[config.mk]
export PLATFORM = sky130hd
export DESIGN_NAME = debug_host_link
export DESIGN_NICKNAME = d
export VERILOG_FILES = /design/src/rtl/debug_pkg.sv /design/src/rtl/debug_uart_byte.sv /design/src/rtl/debug_host_link.sv
export SDC_FILE = /design/constraint.sdc
export NUM_CORES = 1
export LEC_CHECK = 0
export BUFFER_PORTS_ARGS = -buffer_cell sky130_fd_sc_hd__buf_2
export CAP_MARGIN = 25
export CORE_ASPECT_RATIO = 0.9
export CORE_MARGIN = 4
export CORE_UTILIZATION = 40
export DETAILED_ROUTE_END_ITERATION = 12
export GPL_TIMING_DRIVEN = 0
export HOLD_SLACK_MARGIN = 0.08
export SETUP_SLACK_MARGIN = 0.4
export SYNTH_ARGS = -nofsm -noshare
export SYNTH_HDL_FRONTEND = slang
export SYNTH_HIERARCHICAL = 1
export SYNTH_SLANG_ARGS = --single-unit
[constraint.sdc]
create_clock -name clk -period 6.5 [get_ports clk]
set_input_delay 0.325 -clock clk [delete_from_list [all_inputs] [get_ports clk]]
set_output_delay 0.325 -clock clk [all_outputs]
set_load 0.005 [all_outputs]
[src/rtl/debug_pkg.sv]
// Shared definitions for the UART debug link: FSM state codes, command byte and frame layout.
package debug_pkg;

  localparam logic [2:0] ST_IDLE  = 3'd0;
  localparam logic [2:0] ST_SEND  = 3'd1;
  localparam logic [2:0] ST_RECV  = 3'd2;
  localparam logic [2:0] ST_CHECK = 3'd3;
  localparam logic [2:0] ST_DONE  = 3'd4;
  localparam logic [2:0] ST_ABORT = 3'd5;

  localparam logic [7:0] DBG_CMD_DUMP = 8'h64;

  localparam int UART_DATA_BITS  = 8;
  localparam int UART_STOP_BITS  = 1;
  localparam int UART_FRAME_BITS = 1 + UART_DATA_BITS + UART_STOP_BITS;

endpackage

[src/rtl/debug_uart_byte.sv]
// 8N1 byte transmitter and receiver sharing one bit period of DIV clocks.
module debug_uart_byte
  import debug_pkg::*;
#(
  parameter int DIV = 10
) (
  input  logic       clk,
  input  logic       reset_n,
  input  logic       tx_start,
  input  logic [7:0] tx_data,
  output logic       tx_busy,
  output logic       tx_done,
  output logic       tx,
  input  logic       rx,
  input  logic       rx_en,
  output logic       rx_valid,
  output logic [7:0] rx_data,
  output logic       rx_frame_err
);

  localparam int CW = $clog2(DIV + 1);
  localparam logic [CW-1:0] DIV_LAST  = CW'(DIV - 1);
  localparam logic [CW-1:0] HALF_LAST = CW'(DIV / 2 - 1);
  localparam logic [3:0]    TX_LAST   = 4'(UART_FRAME_BITS - 1);

  localparam logic [1:0] RX_IDLE  = 2'd0;
  localparam logic [1:0] RX_START = 2'd1;
  localparam logic [1:0] RX_DATA  = 2'd2;
  localparam logic [1:0] RX_STOP  = 2'd3;

  logic [CW-1:0] tx_cnt;
  logic [3:0]    tx_bit;
  logic [8:0]    tx_shift;

  logic [1:0]    rx_sync;
  logic          rx_s;
  logic          rx_prev;
  logic [1:0]    rx_st;
  logic [CW-1:0] rx_cnt;
  logic [2:0]    rx_bit;
  logic          stop_smp;

  assign tx_done = tx_busy && (tx_cnt == DIV_LAST) && (tx_bit == TX_LAST);

  always_ff @(posedge clk or negedge reset_n) begin
    if (!reset_n) begin
      tx_busy <= 1'b0;
      tx      <= 1'b1;
      tx_cnt  <= '0;
      tx_bit  <= '0;
    end else if (!tx_busy) begin
      if (tx_start) begin
        tx_busy <= 1'b1;
        tx      <= 1'b0;
        tx_cnt  <= '0;
        tx_bit  <= '0;
      end
    end else if (tx_cnt == DIV_LAST) begin
      tx_cnt <= '0;
      if (tx_done) begin
        tx_busy <= 1'b0;
        tx      <= 1'b1;
      end else begin
        tx_bit <= tx_bit + 1'b1;
        tx     <= tx_shift[0];
      end
    end else begin
      tx_cnt <= tx_cnt + 1'b1;
    end
  end

  // tx_shift holds the bits still to go out: data LSB first, then the stop bit.
  always_ff @(posedge clk) begin
    if (!tx_busy && tx_start)
      tx_shift <= {1'b1, tx_data};
    else if (tx_busy && tx_cnt == DIV_LAST)
      tx_shift <= {1'b1, tx_shift[8:1]};
  end

  assign rx_s         = rx_sync[1];
  assign stop_smp     = (rx_st == RX_STOP) && (rx_cnt == DIV_LAST);
  assign rx_valid     = stop_smp && rx_s;
  assign rx_frame_err = stop_smp && !rx_s;

  always_ff @(posedge clk or negedge reset_n) begin
    if (!reset_n) begin
      rx_sync <= 2'b11;
      rx_prev <= 1'b1;
      rx_st   <= RX_IDLE;
      rx_cnt  <= '0;
      rx_bit  <= '0;
    end else begin
      rx_sync <= {rx_sync[0], rx};
      rx_prev <= rx_s;
      if (!rx_en) begin
        rx_st <= RX_IDLE;
      end else begin
        case (rx_st)
          RX_IDLE: begin
            if (rx_prev && !rx_s) begin
              rx_st  <= RX_START;
              rx_cnt <= '0;
            end
          end
          // A start bit that is high again at half a bit time was a glitch.
          RX_START: begin
            if (rx_cnt == HALF_LAST) begin
              rx_cnt <= '0;
              rx_bit <= '0;
              rx_st  <= rx_s ? RX_IDLE : RX_DATA;
            end else begin
              rx_cnt <= rx_cnt + 1'b1;
            end
          end
          RX_DATA: begin
            if (rx_cnt == DIV_LAST) begin
              rx_cnt <= '0;
              rx_bit <= rx_bit + 1'b1;
              if (rx_bit == 3'd7) rx_st <= RX_STOP;
            end else begin
              rx_cnt <= rx_cnt + 1'b1;
            end
          end
          default: begin
            if (rx_cnt == DIV_LAST) rx_st <= RX_IDLE;
            else                    rx_cnt <= rx_cnt + 1'b1;
          end
        endcase
      end
    end
  end

  always_ff @(posedge clk) begin
    if (rx_st == RX_DATA && rx_cnt == DIV_LAST) rx_data <= {rx_s, rx_data[7:1]};
  end

endmodule

[src/rtl/debug_host_link.sv]
// Host-side initiator of the UART debug dump: sends one command, collects NUM_WORDS words.
// Optional trailing XOR checksum byte when DEBUG_HOST_CHECKSUM_EN is defined.
module debug_host_link
  import debug_pkg::*;
#(
  parameter int CLK_FREQ     = 10_000_000,
  parameter int BAUD         = 19_200,
  parameter int NUM_WORDS    = 32,
  parameter int TIMEOUT_BITS = 64
) (
  input  logic        clk,
  input  logic        reset_n,
  input  logic        start,
  input  logic [7:0]  cmd,
  input  logic        rx,
  output logic        tx,
  output logic        busy,
  output logic        word_valid,
  output logic [4:0]  word_idx,
  output logic [31:0] word_data,
  output logic        done,
  output logic        err
);

  localparam int DIV      = CLK_FREQ / BAUD;
  localparam int TMO_CLKS = TIMEOUT_BITS * DIV;
  localparam int TW       = $clog2(TMO_CLKS + 1);
  localparam logic [TW-1:0] TMO_LAST = TW'(TMO_CLKS - 1);
  localparam logic [4:0]    IDX_LAST = 5'(NUM_WORDS - 1);

  logic [2:0]    state;
  logic          tx_start, tx_busy, tx_done;
  logic          rx_en, rx_valid, rx_frame_err;
  logic [7:0]    rx_data;
  logic [1:0]    byte_cnt;
  logic [TW-1:0] tmo_cnt;
  logic [23:0]   asm_bytes;
  logic          check_ok;

`ifdef DEBUG_HOST_CHECKSUM_EN
  localparam logic [2:0] ST_AFTER_RECV = ST_CHECK;
  logic [7:0] csum;

  always_ff @(posedge clk) begin
    if (tx_start)                        csum <= '0;
    else if (state == ST_RECV && rx_valid) csum <= csum ^ rx_data;
  end
  assign check_ok = (rx_data == csum);
`else
  localparam logic [2:0] ST_AFTER_RECV = ST_DONE;
  assign check_ok = 1'b0;
`endif

  assign tx_start = (state == ST_IDLE) && start && !tx_busy;
  assign rx_en    = (state == ST_RECV) || (state == ST_CHECK);
  assign busy     = (state != ST_IDLE);
  assign done     = (state == ST_DONE);
  assign err      = (state == ST_ABORT);

  debug_uart_byte #(.DIV(DIV)) u_uart (
    .clk          (clk),
    .reset_n      (reset_n),
    .tx_start     (tx_start),
    .tx_data      (cmd),
    .tx_busy      (tx_busy),
    .tx_done      (tx_done),
    .tx           (tx),
    .rx           (rx),
    .rx_en        (rx_en),
    .rx_valid     (rx_valid),
    .rx_data      (rx_data),
    .rx_frame_err (rx_frame_err)
  );

  always_ff @(posedge clk or negedge reset_n) begin
    if (!reset_n) begin
      state      <= ST_IDLE;
      byte_cnt   <= '0;
      tmo_cnt    <= '0;
      word_valid <= 1'b0;
      word_idx   <= '0;
      word_data  <= '0;
    end else begin
      word_valid <= 1'b0;
      if (word_valid && word_idx != IDX_LAST) word_idx <= word_idx + 1'b1;
      case (state)
        ST_IDLE: if (tx_start) state <= ST_SEND;
        ST_SEND: begin
          if (tx_done) begin
            state    <= ST_RECV;
            tmo_cnt  <= '0;
            byte_cnt <= '0;
          end
        end
        // The gap timer restarts at every good stop bit and runs until the next one.
        ST_RECV, ST_CHECK: begin
          tmo_cnt <= tmo_cnt + 1'b1;
          if (rx_frame_err || tmo_cnt == TMO_LAST) begin
            state <= ST_ABORT;
          end else if (rx_valid) begin
            tmo_cnt <= '0;
            if (state == ST_CHECK) begin
              state <= check_ok ? ST_DONE : ST_ABORT;
            end else begin
              byte_cnt <= byte_cnt + 1'b1;
              if (byte_cnt == 2'd3) begin
                word_valid <= 1'b1;
                word_data  <= {rx_data, asm_bytes};
                if (word_idx == IDX_LAST) state <= ST_AFTER_RECV;
              end
            end
          end
        end
        ST_DONE, ST_ABORT: begin
          state    <= ST_IDLE;
          word_idx <= '0;
        end
        default: state <= ST_IDLE;
      endcase
    end
  end

  // First three bytes of a word, oldest in the low byte.
  always_ff @(posedge clk) begin
    if (state == ST_RECV && rx_valid) asm_bytes <= {rx_data, asm_bytes[23:8]};
  end

endmodule

; ---- After elaboration in Yosys (flattened, before gate mapping)
; Cells that the tools add are included.
[classes]
eq_ne = 36
add_sub_neg = 7
n_reduce_logical = 35
bitwise = 2
n_mux = 57
[ops]
columns = op, count
row1 = two-way mux 10 bit, 7
row2 = two-way mux 16 bit, 3
row3 = one-hot mux 16 bit (2 select lines), 1
row4 = one-hot mux 10 bit (3 select lines), 1
row5 = two-way mux 3 bit, 9
row6 = two-way mux 2 bit, 11
row7 = "adder 10 x 1 -> 10 bit, second input constant", 2
row8 = "== test 10 bit, second input constant", 2
row9 = AND reduction 5 bit, 4
row10 = "adder 16 x 1 -> 16 bit, second input constant", 1
row11 = "== test 16 bit, second input constant", 1
row12 = two-way mux 4 bit, 4
row13 = two-way mux 8 bit, 2
row14 = "!= test 4 bit, second input constant", 4
row15 = "!= test 3 bit, second input constant", 5
row16 = two-way mux 1 bit, 13
row17 = logical AND 1 bit, 12
row18 = "!= test 2 bit, second input constant", 6
row19 = "== test 10 x 9 -> 1 bit, second input constant", 1
row20 = two-way mux 5 bit, 2
row21 = nonzero test 2 bit, 5
row22 = "== test 3 bit, second input constant", 3
row23 = one-hot mux 3 bit (3 select lines), 1
row24 = "!= test 2 x 1 -> 1 bit, second input constant", 4
row25 = other kinds (24), 33
[totals]
regBits = 133
out_inout_bits = 42
inputBits = 12
word_cells = 155

; ---- Longest topological paths before layout
; Gate-level depths: netlist (run 1).
[depth]
ltp_word = 7
mapped_depth = 10
mapped_depth_nobuf = 8

; ---- By module
; The synthesis (run 1) kept the hierarchy.
[modules_own_cells]
columns = module, area_each_um2, seq_area_each_um2, instances, cells_per_inst
row1 = debug_host_link, 3438.3, 2197.1, 1, 250
row2 = debug_uart_byte, 2502.4, 1336.3, 1, 239

; ---- Least setup slack after synthesis (run 1)
; Ideal clock, no wire load.
[synth_path]
path_kind = reg2reg
startpoint = register u_uart.rx_cnt[0]
endpoint = register word_data[31]
setup_slack_ns = 3.520
setup_time_ns = 0.127
required_time_ns = 6.373
synth_period_minus_slack_ns = 2.980
arrival_time_ns = 2.853
path_stages_with_launch = 11
n_path_buf = 3
cell_sequence = dfrtp_1 > ha_1 > and4b_4 > and4b_1 > buf_6 > and2_1 > and3_1 > and3_1 > buf_2 > buf_6 > mux2_1
[synth_between]
word_cells_on_any_way = 7
classes_between = eq/ne: 1 / bitwise: 1 / reduce/logical: 5
[synth_lines]
columns = element, line
row1 = "start, declared", debug_uart_byte.sv:39  ; logic [CW-1:0] rx_cnt;
row2 = "start signal, assigned", debug_uart_byte.sv:112  ; rx_cnt <= rx_cnt + 1'b1;
row3 = "start signal, assigned", debug_uart_byte.sv:121  ; rx_cnt <= rx_cnt + 1'b1;
row4 = "start signal, assigned", debug_uart_byte.sv:126  ; else rx_cnt <= rx_cnt + 1'b1;
row5 = == test 10 bit, debug_uart_byte.sv:81  ; assign stop_smp = (rx_st == RX_STOP) && (rx_cnt == DIV_LAST);
row6 = logical AND 1 bit, debug_uart_byte.sv:81
row7 = logical AND 1 bit, debug_uart_byte.sv:82  ; assign rx_valid = stop_smp && rx_s;
row8 = via rx_valid, debug_host_link.sv:33  ; logic rx_en, rx_valid, rx_frame_err;
row9 = AND reduction 5 bit (no line), --
row10 = "end signal, assigned", debug_host_link.sv:108  ; word_data <= {rx_data, asm_bytes};
row11 = "end, declared", debug_host_link.sv:20  ; output logic [31:0] word_data,
; The timed path passes the listed nets, and every way through them passes these cells.
; A chain may end at the register's enable or synchronous reset.

; ---- Worst setup path after layout (run 1)
[layout_path]
startpoint = register u_uart.rx_cnt[0]
endpoint = register word_data[29]
; Same word-level chain as after synthesis.

==> results of run 1 <==
-- flip-flops by register name (all words and copies together), names as in the netlist, 2 cells and up --
signal / flops
asm_bytes: 24
byte_cnt: 2
state: 3
tmo_cnt: 16
u_uart/rx_bit: 3
u_uart/rx_cnt: 10
u_uart/rx_data: 8
u_uart/rx_st: 2
u_uart/rx_sync: 2
u_uart/tx_bit: 4
u_uart/tx_cnt: 10
u_uart/tx_shift: 8
word_data: 32
word_idx: 5
-- power breakdown --
group | internal (mW) | total (mW) | switching [mW]
sequential | 0.926 | 1.01 | 0.0855
clock | 0.504 | 0.876 | 0.372
combinational | 0.117 | 0.275 | 0.158
-- worst paths after layout --
kind,end,from,depth (start not counted),slack [ns]
max in group asynchronous,u_uart/rx_sync[0],reset_n,3,5.31
hold reg to reg,u_uart/rx_sync[1],u_uart/rx_sync[0],0,0.36
min in group asynchronous,word_data[21],reset_n,2,0.46
hold / removal,u_uart/tx_shift[2],cmd[2],3,0.17
setup reg to reg,word_data[29],u_uart/rx_cnt[0],10,3.46
setup / recovery,word_data[29],u_uart/rx_cnt[0],10,3.46
-- cells by family (layout without fill, tap and decap cells) --
group,count (synthesis),count (layout),share of synthesized area (%)
multiplexers,42,42,7.772
flip-flops,133,133,59.48
adder cells (fa/ha/maj),10,10,2.106
buffers and inverters,31,120,2.654
AND/OR/NAND/NOR,172,172,16.24
AO/OA/AOI/OAI,94,94,10.72
XOR/XNOR,7,7,1.032
-- worst max-delay path: cells and delay by family (launching register included) --
| family | cells | cell delay (ns) |
|---|---|---|
| simple gates | 5 | 1.44 |
| buf+inv | 3 | 0.52 |
| flops | 1 | 0.39 |
| mux | 1 | 0.34 |
| fa+ha+maj | 1 | 0.23 |
-- cell type report --
cell class	count	area [um2]
Inverter	12	45.04
Clock buffer	20	446.7
Fill cell	1300	7192
Tap cell	193	241.5
Timing Repair Buffer	57	342.8
Clock inverter	12	97.59
Multi-Input combinational cell	325	2250
Sequential cell	133	3533
Buffer	19	112.6
-- routing by layer --
layer  vias up  global-route usage [%]  share of wire (%)
li1       1969                       -                  -
met1      1966                   21.25                 49
met2        88                   22.11                 45
met4         0                   5.479                1.1
met5         -                       0                  0
met3        10                   4.645                4.9
-- through the flow --
| step | setup WS [ns] | instances | total power [mW] |
|---|---|---|---|
| final | 3.457 | 771 | 2.163 |
| after global routing | 3.217 | 771 | 2.288 |
| after CTS | 3.433 | 771 | 2.187 |
| after detailed placement | 3.439 | 737 | 1.302 |
| after global placement | 2.883 | 735 | 1.284 |
| after floorplan | 3.520 | 489 | 1.211 |
-- cell usage after synthesis, drive strengths merged (2+ instances only) --
cell     instances  share of area [%]
and3             8               0.84
edfxtp          40                 20
or3              9               0.97
nor4             3               0.53
and4b            2               0.40
o41ai            2               0.29
o2111ai          2               0.29
a211oi           3               0.46
a31oi            7               0.84
nor2b            8               0.84
dfrtp           89                 37
o21ai           27                2.3
and4bb           2               0.42
nor3             6               0.51
o31ai           10                1.3
nand3           14                1.3
a21oi           20                1.8
nor2            21                1.3
and4             3               0.44
a22o             6               0.88
nand4            7               0.74
xor2             6               0.88
nand2b           8               0.84
a41oi            4               0.72
mux2i            9                1.5
inv             12               0.76
clkbuf           6               0.38
o211ai           2               0.25
and2             6               0.65
dfstp            4                1.8
nand4bb          2               0.38
buf             13                1.5
nand2           55                3.5
nand3b           3               0.38
a21o             2               0.27
ha              10                2.1
or2              3               0.32
mux2            33                6.3
or4              8                1.1
==> impl_metrics.toml, run 1 <==
[critical_path]
criticalPathCategory = "reg -> reg"
crit_required_ns = 6.80
cp-start-kind = "flip-flop"
max_stage_delay_ns = 0.49
end_kind = "flip-flop"
critPathMaxFanout = 10
cp_data_arrival_time_ns = 3.34
cp_cell_sequence = "ha_1 -> and4b_4 -> and4b_1 -> buf_6 -> and2_1 -> and3_1 -> and3_1 -> buf_2 -> buf_6 -> mux2_1"
cp_slowest_cell = "and3_1"

[timing]
post-route-min-period_ns = 3.043
finClkSkew_ns = 0.007387
tightestPinTransition_ns = 0.7269
setup_tns_ns = 0
drv_slew = 0
whs_ns = 0.1715
rsz0062_at_grt = "no"
clock.fmax_mhz = 328.6
setup_violations = 0
period_share_pct = 46.82
max-slew-margin-rel_pct = 51.54
finalHoldViolations = 0

[synth]
yosysSeqAreaShare_pct = 59.48
synthFlopType = "dfrtp_1"
synth_area_per_cell_um2 = 12.15
ys_async_sr_fraction_pct = 69.92
synth_cell_types = 69
ys_ff_latch = 133
yosys_warnings = 6
synth.net_count = 511
synth_edf_count = 40
syn_inst = 489
synthesis.area_um2 = 5941

[cts]
clk_pin_slew_ns = 0.06
post_cts.repair.setup_buffers = 0
ctsLongestPathBuffers = 2
cts_resized = 0
cts-root-buf = "clkbuf_16"
cts_buffers = 17
ctsHoldBuffers = 2
clock_sinks = 133
htreeDepth = 4
cts_tree = "done"
clock_latency_ns = 0.42

[cells_and_area]
num_antenna_cells = 0
layout_common_cells = "dfrtp_1, buf_2, nand2_1, edfxtp_1, mux2_1"
post-route-util_pct = 49.57
final_common_cell = "dfrtp_1"
syn_to_final_growth_pct = 19.00
fin_nets = 587
fin_area_um2 = 7069
drive_gt1_share_pct = 20.76

[route]
final_antenna_net_count = 0
drtIter0Drc = 329
via_per_inst = 5.231
wl_per_cell_um = 14.96
drc_errors = 0
dr.pass1.iters = 5
via_count = 4033
wl_mm = 11.53

[job]
maxCapViolCount = 0

[grt]
grt_usage_pct = 15.10
antenna_found_initial = 0
grt_first_pass_wirelength_mm = 19.86
grt_max_degree = 54
grt_pass1_vias = 3924
grt.overflow.total = 0

[pwr]
peakVddDrop_mv = 0.2077
p_leak_nw = 3.192
p_per_area_nw_per_um2 = 306.0

[placed_design]
port_buffers = 53
place_congestion = 0.8105
place_area_um2 = 6505
hpwl_mm = 8.005

[run_status]
status = "finished clean"

[floorplanning]
die_height_um = 123.6
coreArea_um2 = 14260
die_w_um = 136.5
dieArea_um2 = 16870
row_count = 41
initial_core_util_pct = 41.66
io_pins = 54

[worst_hold_path]
hp-class = "in -> reg"
Note: power is estimated with default switching activity, not from simulation.
==> run 2, diff against run 1 <==
==> constraint.sdc (replaced) <==
create_clock -name clk -period 2.73 [get_ports clk]
set_input_delay 0.1365 -clock clk [delete_from_list [all_inputs] [get_ports clk]]
set_output_delay 0.1365 -clock clk [all_outputs]
set_load 0.005 [all_outputs]
==> impl_metrics.toml, run 2 (synthesis results as in run 1) <==
[cts]
cts_buffers = 17
cts_tree = "done"
clk_pin_slew_ns = 0.06
ctsLongestPathBuffers = 2
clock_sinks = 133
cts-root-buf = "clkbuf_16"
htreeDepth = 4
clock_latency_ns = 0.42

[critical_path]
reg2reg_from = "u_uart/tx_cnt[5]"
critPathMaxFanout = 8
cp_slowest_cell = "or4_1"
path_buf_inv = 1
startpoint = "u_uart/tx_cnt[5]"
criticalPathCategory = "reg -> reg"
crit_family = "simple AND/OR/NAND/NOR gates"
crit_required_ns = 3.08
cp-start-kind = "flip-flop"
cp_cell_sequence = "nor4b_4 -> nand4_1 -> nor2_4 -> a21oi_4 -> or4_4 -> buf_6 -> or4_1 -> a21oi_1"
cp_data_arrival_time_ns = 2.86
max_stage_delay_ns = 0.49
end_kind = "flip-flop"

[floorplanning]
io_pins = 54
row_count = 41
die_height_um = 123.6
die_w_um = 136.5
initial_core_util_pct = 41.66
dieArea_um2 = 16870
coreArea_um2 = 14260

[route]
via_count = 4272
wl_per_cell_um = 15.74
final_antenna_net_count = 0
via_per_inst = 5.287
drc_errors = 0
wl_mm = 12.71
drtIter0Drc = 217
dr.pass1.iters = 6

[timing]
clock.fmax_mhz = 398.6
finalHoldViolations = 0
fin_ws_ns = 0.2214
post-route-min-period_ns = 2.509
max-slew-margin-rel_pct = 59.43
drv_slew = 0
setup_tns_ns = 0
period_share_pct = 91.89
rsz0062_at_grt = "yes"
finClkSkew_ns = 0.009815
tightestPinTransition_ns = 0.6086
setup_violations = 0

[pwr]
p_per_area_nw_per_um2 = 695.6
p_leak_nw = 3.443
peakVddDrop_mv = 0.5577

[cells_and_area]
reg_top3 = "word_data: 32 flops, asm_bytes: 24 flops, tmo_cnt: 16 flops"
final_common_cell = "dfrtp_1"
fin_nets = 624
largest_reg_flops = 32
num_antenna_cells = 0
drive_gt1_share_pct = 33.98
layout_common_cells = "dfrtp_1, buf_2, nand2_1, edfxtp_1, mux2_4"
regMostFlops = "word_data"
syn_to_final_growth_pct = 31.09

[run_status]
status = "finished clean"

[placed_design]
port_buffers = 53
pre_cts_slack_ns = -0.1152
hpwl_mm = 7.879
place_congestion = 0.8073

[worst_hold_path]
hp-class = "in -> async"

[grt]
antenna_found_initial = 0
grt_usage_pct = 16.20
grt_first_pass_wirelength_mm = 21.19
grt_pass1_vias = 4276
grt.overflow.total = 0
grt_max_degree = 51

[job]
maxCapViolCount = 0
## run 2: worst register-to-register path, delay by kind of cell, from the launching register on
family	cells	cell delay, ns
and+or+nand+nor	5	1.65
AOI/OAI and AO/OA	2	0.22
buffers and inverters	1	0.15
DFF	1	0.43
## run 2: path summary, 6_finish.rpt
kind / endpoint / slack [ns] / depth (start not counted)
setup / recovery: tmo_cnt[15] / 0.22 / 8
hold / removal: word_data[6] / 0.26 / 2
setup reg to reg: tmo_cnt[15] / 0.22 / 8
hold reg to reg: u_uart/rx_sync[1] / 0.36 / 0
max in group asynchronous: u_uart/rx_cnt[3] / 1.79 / 3
min in group clk: u_uart/tx_bit[2] / 0.27 / 4
## run 2: per-layer routing
metal / vias up / GRT usage [%] / routed length [um]
li1: 2045 / - / -
met2: 102 / 25.65 / 6080
met3: 16 / 4.604 / 608
met1: 2109 / 20.92 / 5805
met4: 0 / 7.053 / 220
met5: - / 0 / 0
## run 2: area by class of cell
| cell class | instances | area [um2] |
|---|---|---|
| clock inverter | 15 | 143.9 |
| sequential | 133 | 3541 |
| inverter | 12 | 45.04 |
| buffer | 19 | 170.2 |
| fill | 1240 | 6474 |
| multi-input combinational | 326 | 2495 |
| timing repair buffer | 93 | 725.7 |
| tap | 193 | 241.5 |
| clock buffer | 17 | 425.4 |
## run 2: what timing repair did
item	4_1_cts	5_1_grt
hold endpoints to repair	48	0
hold buffers	10	0
resized for setup	41	41
setup buffers	22	4
gates cloned	4	0
pin swaps	12	5
setup endpoints to repair	62	66
## run 2: power by group
| group | total (mW) | leakage [nW] | internal, mW | switching, mW |
|---|---|---|---|---|
| logic | 0.814 | 1.57 | 0.385 | 0.429 |
| registers | 2.42 | 1.59 | 2.21 | 0.212 |
| clock network | 2.18 | 0.280 | 1.27 | 0.906 |
| total | 5.42 | 3.44 | 3.87 | 1.55 |
## run 2: stage by stage
| step | power [mW] | hold slack, ns | instances | area [um2] | utilization (%) |
|---|---|---|---|---|---|
| after global placement | 3.065 | 0.2440 | 735 | 6486 | 45.48 |
| after CTS | 5.421 | 0.2237 | 804 | 7610 | 53.36 |
| after global routing | 5.698 | 0.2958 | 808 | 7787 | 54.61 |
| final | 5.417 | 0.2615 | 808 | 7787 | 54.61 |
| after floorplan | 2.892 | -0.1591 | 489 | 5979 | - |
| after detailed placement | 3.104 | 0.1865 | 736 | 6516 | 45.69 |
==> run 3, diff against run 2 <==
--- a/config.mk
+++ b/config.mk
@@ -5,6 +5,7 @@
 export SDC_FILE = /design/constraint.sdc
 export NUM_CORES = 1
 export LEC_CHECK = 0
+export ABC_AREA = 1
 export BUFFER_PORTS_ARGS = -buffer_cell sky130_fd_sc_hd__buf_2
 export CAP_MARGIN = 25
 export CORE_ASPECT_RATIO = 0.9
@@ -13,7 +14,6 @@
 export DETAILED_ROUTE_END_ITERATION = 12
 export GPL_TIMING_DRIVEN = 0
 export HOLD_SLACK_MARGIN = 0.08
-export SETUP_SLACK_MARGIN = 0.4
 export SYNTH_ARGS = -nofsm -noshare
 export SYNTH_HDL_FRONTEND = slang
 export SYNTH_HIERARCHICAL = 1
==> impl_metrics.toml, run 3 <==
[synth]
ys_async_sr_fraction_pct = 69.92
synth_common_cells = "nand2_1, dfrtp_1, nor2_1, inv_1, nand3_1"
ys_ff_latch = 133
synthesis.area_um2 = 6250
yosys_warnings = 6
synth_area_per_cell_um2 = 8.954
synth_area_leaders = "dfrtp_1, edfxtp_1, nand2_1"
yosys.area.top_type = "dfrtp_1"
yosys.area.top_type_share_pct = 35.64
synth_cell_types = 47
synth.net_count = 720
synth_edf_count = 40
synth_most_common_cell = "nand2_1"
synthFlopType = "dfrtp_1"
syn_inst = 698
yosysSeqAreaShare_pct = 56.54

[route]
dr.pass1.iters = 4
wl_per_cell_um = 12.63
via_per_inst = 4.742
final_antenna_net_count = 0
drtIter0Drc = 272
via_count = 4728
drc_errors = 0
wl_mm = 12.59

[timing]
setup_tns_ns = 0
tightestPinTransition_ns = 0.7008
whs_ns = 0.2845
max-slew-margin-rel_pct = 53.10
post-route-min-period_ns = 2.473
period_share_pct = 90.60
drv_slew = 0
fin_ws_ns = 0.2567
rsz0062_at_grt = "no"
clock.fmax_mhz = 404.3
setup_violations = 0
finClkSkew_ns = 0.01466
finalHoldViolations = 0

[pwr]
p_per_area_nw_per_um2 = 636.0
p_leak_nw = 3.834
power_mw = 4.777
peakVddDrop_mv = 0.4749

[grt]
grt_max_degree = 50
antenna_found_initial = 0
grt_usage_pct = 15.08
grt.overflow.total = 0
grt_first_pass_wirelength_mm = 21.73
grt_pass1_vias = 4576

[critical_path]
crit_required_ns = 2.86
cp_cell_sequence = "ha_1 -> nand2_1 -> nor2_2 -> nand3_2 -> nor2_1 -> inv_1 -> nor2_4 -> inv_2 -> nor2_4 -> buf_8"
cp_common_cell = "nor2_4"
startpoint = "u_uart/rx_cnt[0]"
critPathMaxFanout = 13
cp_slowest_cell = "dfrtp_1"
cp-start-kind = "flip-flop"
criticalPathCategory = "reg -> reg"
end_kind = "flip-flop"
cp_data_arrival_time_ns = 2.60
reg2reg_from = "u_uart/rx_cnt[0]"
path_buf_inv = 3
max_stage_delay_ns = 0.40
crit_family = "simple AND/OR/NAND/NOR gates"

[cts]
cts-root-buf = "clkbuf_16"
clock_latency_ns = 0.42
clk_pin_slew_ns = 0.06
ctsLongestPathBuffers = 2
post_cts.repair.setup_buffers = 0
clock_sinks = 133
cts_tree = "done"
htreeDepth = 4
cts_buffers = 17

[floorplanning]
initial_core_util_pct = 40.62
dieArea_um2 = 17690
row_count = 43
die_height_um = 126.6
io_pins = 54
coreArea_um2 = 15390
die_w_um = 139.8

[cells_and_area]
drive_gt1_share_pct = 18.87
syn_to_final_growth_pct = 20.20
num_antenna_cells = 0
final_cells = 997
post-route-util_pct = 48.82
fin_area_um2 = 7512
largest_reg_flops = 32
regMostFlops = "word_data"
layout_common_cells = "nand2_1, dfrtp_1, nor2_1, inv_1, buf_2"
reg_top3 = "word_data: 32 flops, asm_bytes: 24 flops, tmo_cnt: 16 flops"
fin_nets = 804
final_common_cell = "nand2_1"

[job]
maxCapViolCount = 0

[run_status]
status = "finished clean"

[worst_hold_path]
hp-class = "in -> async"

[placed_design]
placed_cells = 955
port_buffers = 53
place_congestion = 0.8519
hpwl_mm = 9.004
pre_cts_slack_ns = -0.02835
place_area_um2 = 6815
[run 3: cell types whose count changed in the layout (fill, tap and decap cells not counted), moves of 11 or more]
cell / change
nor2_1: +59
nand2_2: +14
mux2_4: -32
nand2_1: +179
nand3_1: +31
inv_1: +58
a21oi_1: -11
buf_4: -20
[run 3: cells by family after synthesis]
logic type,share of synthesized area (%)
flip-flops,56.54
buffers and inverters,6.146
XOR/XNOR,1.542
AND/OR/NAND/NOR,29.45
adder cells (fa/ha/maj),2.002
AO/OA/AOI/OAI,4.324
[run 3: what timing repair did]
| item | 4_1_cts | 5_1_grt |
|---|---|---|
| gates resized for setup | 1 | 0 |
| hold endpoints to repair | 49 | 0 |
| setup endpoints to repair | 12 | 0 |
| hold buffers | 10 | 0 |
[run 3: area by class of cell]
cell class                 count  area, um2
fill                        1458       7875
sequential                   133       3533
tap                          202      252.7
timing repair buffer          65      410.4
clock inverter                14      141.4
multi-input combinational    475       2340
inverter                      82      312.8
clock buffer                  18      450.4
buffer                         8      71.32
[run 3: worst register-to-register path: stages, from the launching register on]
cell and delay, ns:
dfrtp_1 0.40, ha_1 0.27, nand2_1 0.11, nor2_2 0.14
nand3_2 0.16, nor2_1 0.24, inv_1 0.12, nor2_4 0.14
inv_2 0.07, nor2_4 0.33, buf_8 0.21
[run 3: final timing paths]
check | to | slack (ns) | cells past startpoint
min reg2reg | u_uart/rx_sync[1] | 0.36 | 0
min in group clk | state[2] | 0.30 | 7
max in group asynchronous | word_data[26] | 1.79 | 3
max reg2reg | asm_bytes[12] | 0.26 | 10
max | asm_bytes[12] | 0.26 | 10
min | tmo_cnt[13] | 0.28 | 2
[run 3: metal layers]
metal  GRT usage, %  vias to the layer above  routed length [um]
met5              0                        -                   0
met4          5.983                        0                 113
met3          4.184                        9                 547
met2          23.96                       83                5836
met1          19.71                     2226                6091
li1               -                     2410                   -
[run 3: where the power goes]
part | internal, mW | switching [mW] | total (mW) | leakage (nW)
Clock | 1.33 | 0.906 | 2.24 | 0.289
Combinational | 0.133 | 0.279 | 0.412 | 1.96
Sequential | 2.09 | 0.0434 | 2.13 | 1.58
Total | 3.55 | 1.23 | 4.78 | 3.83
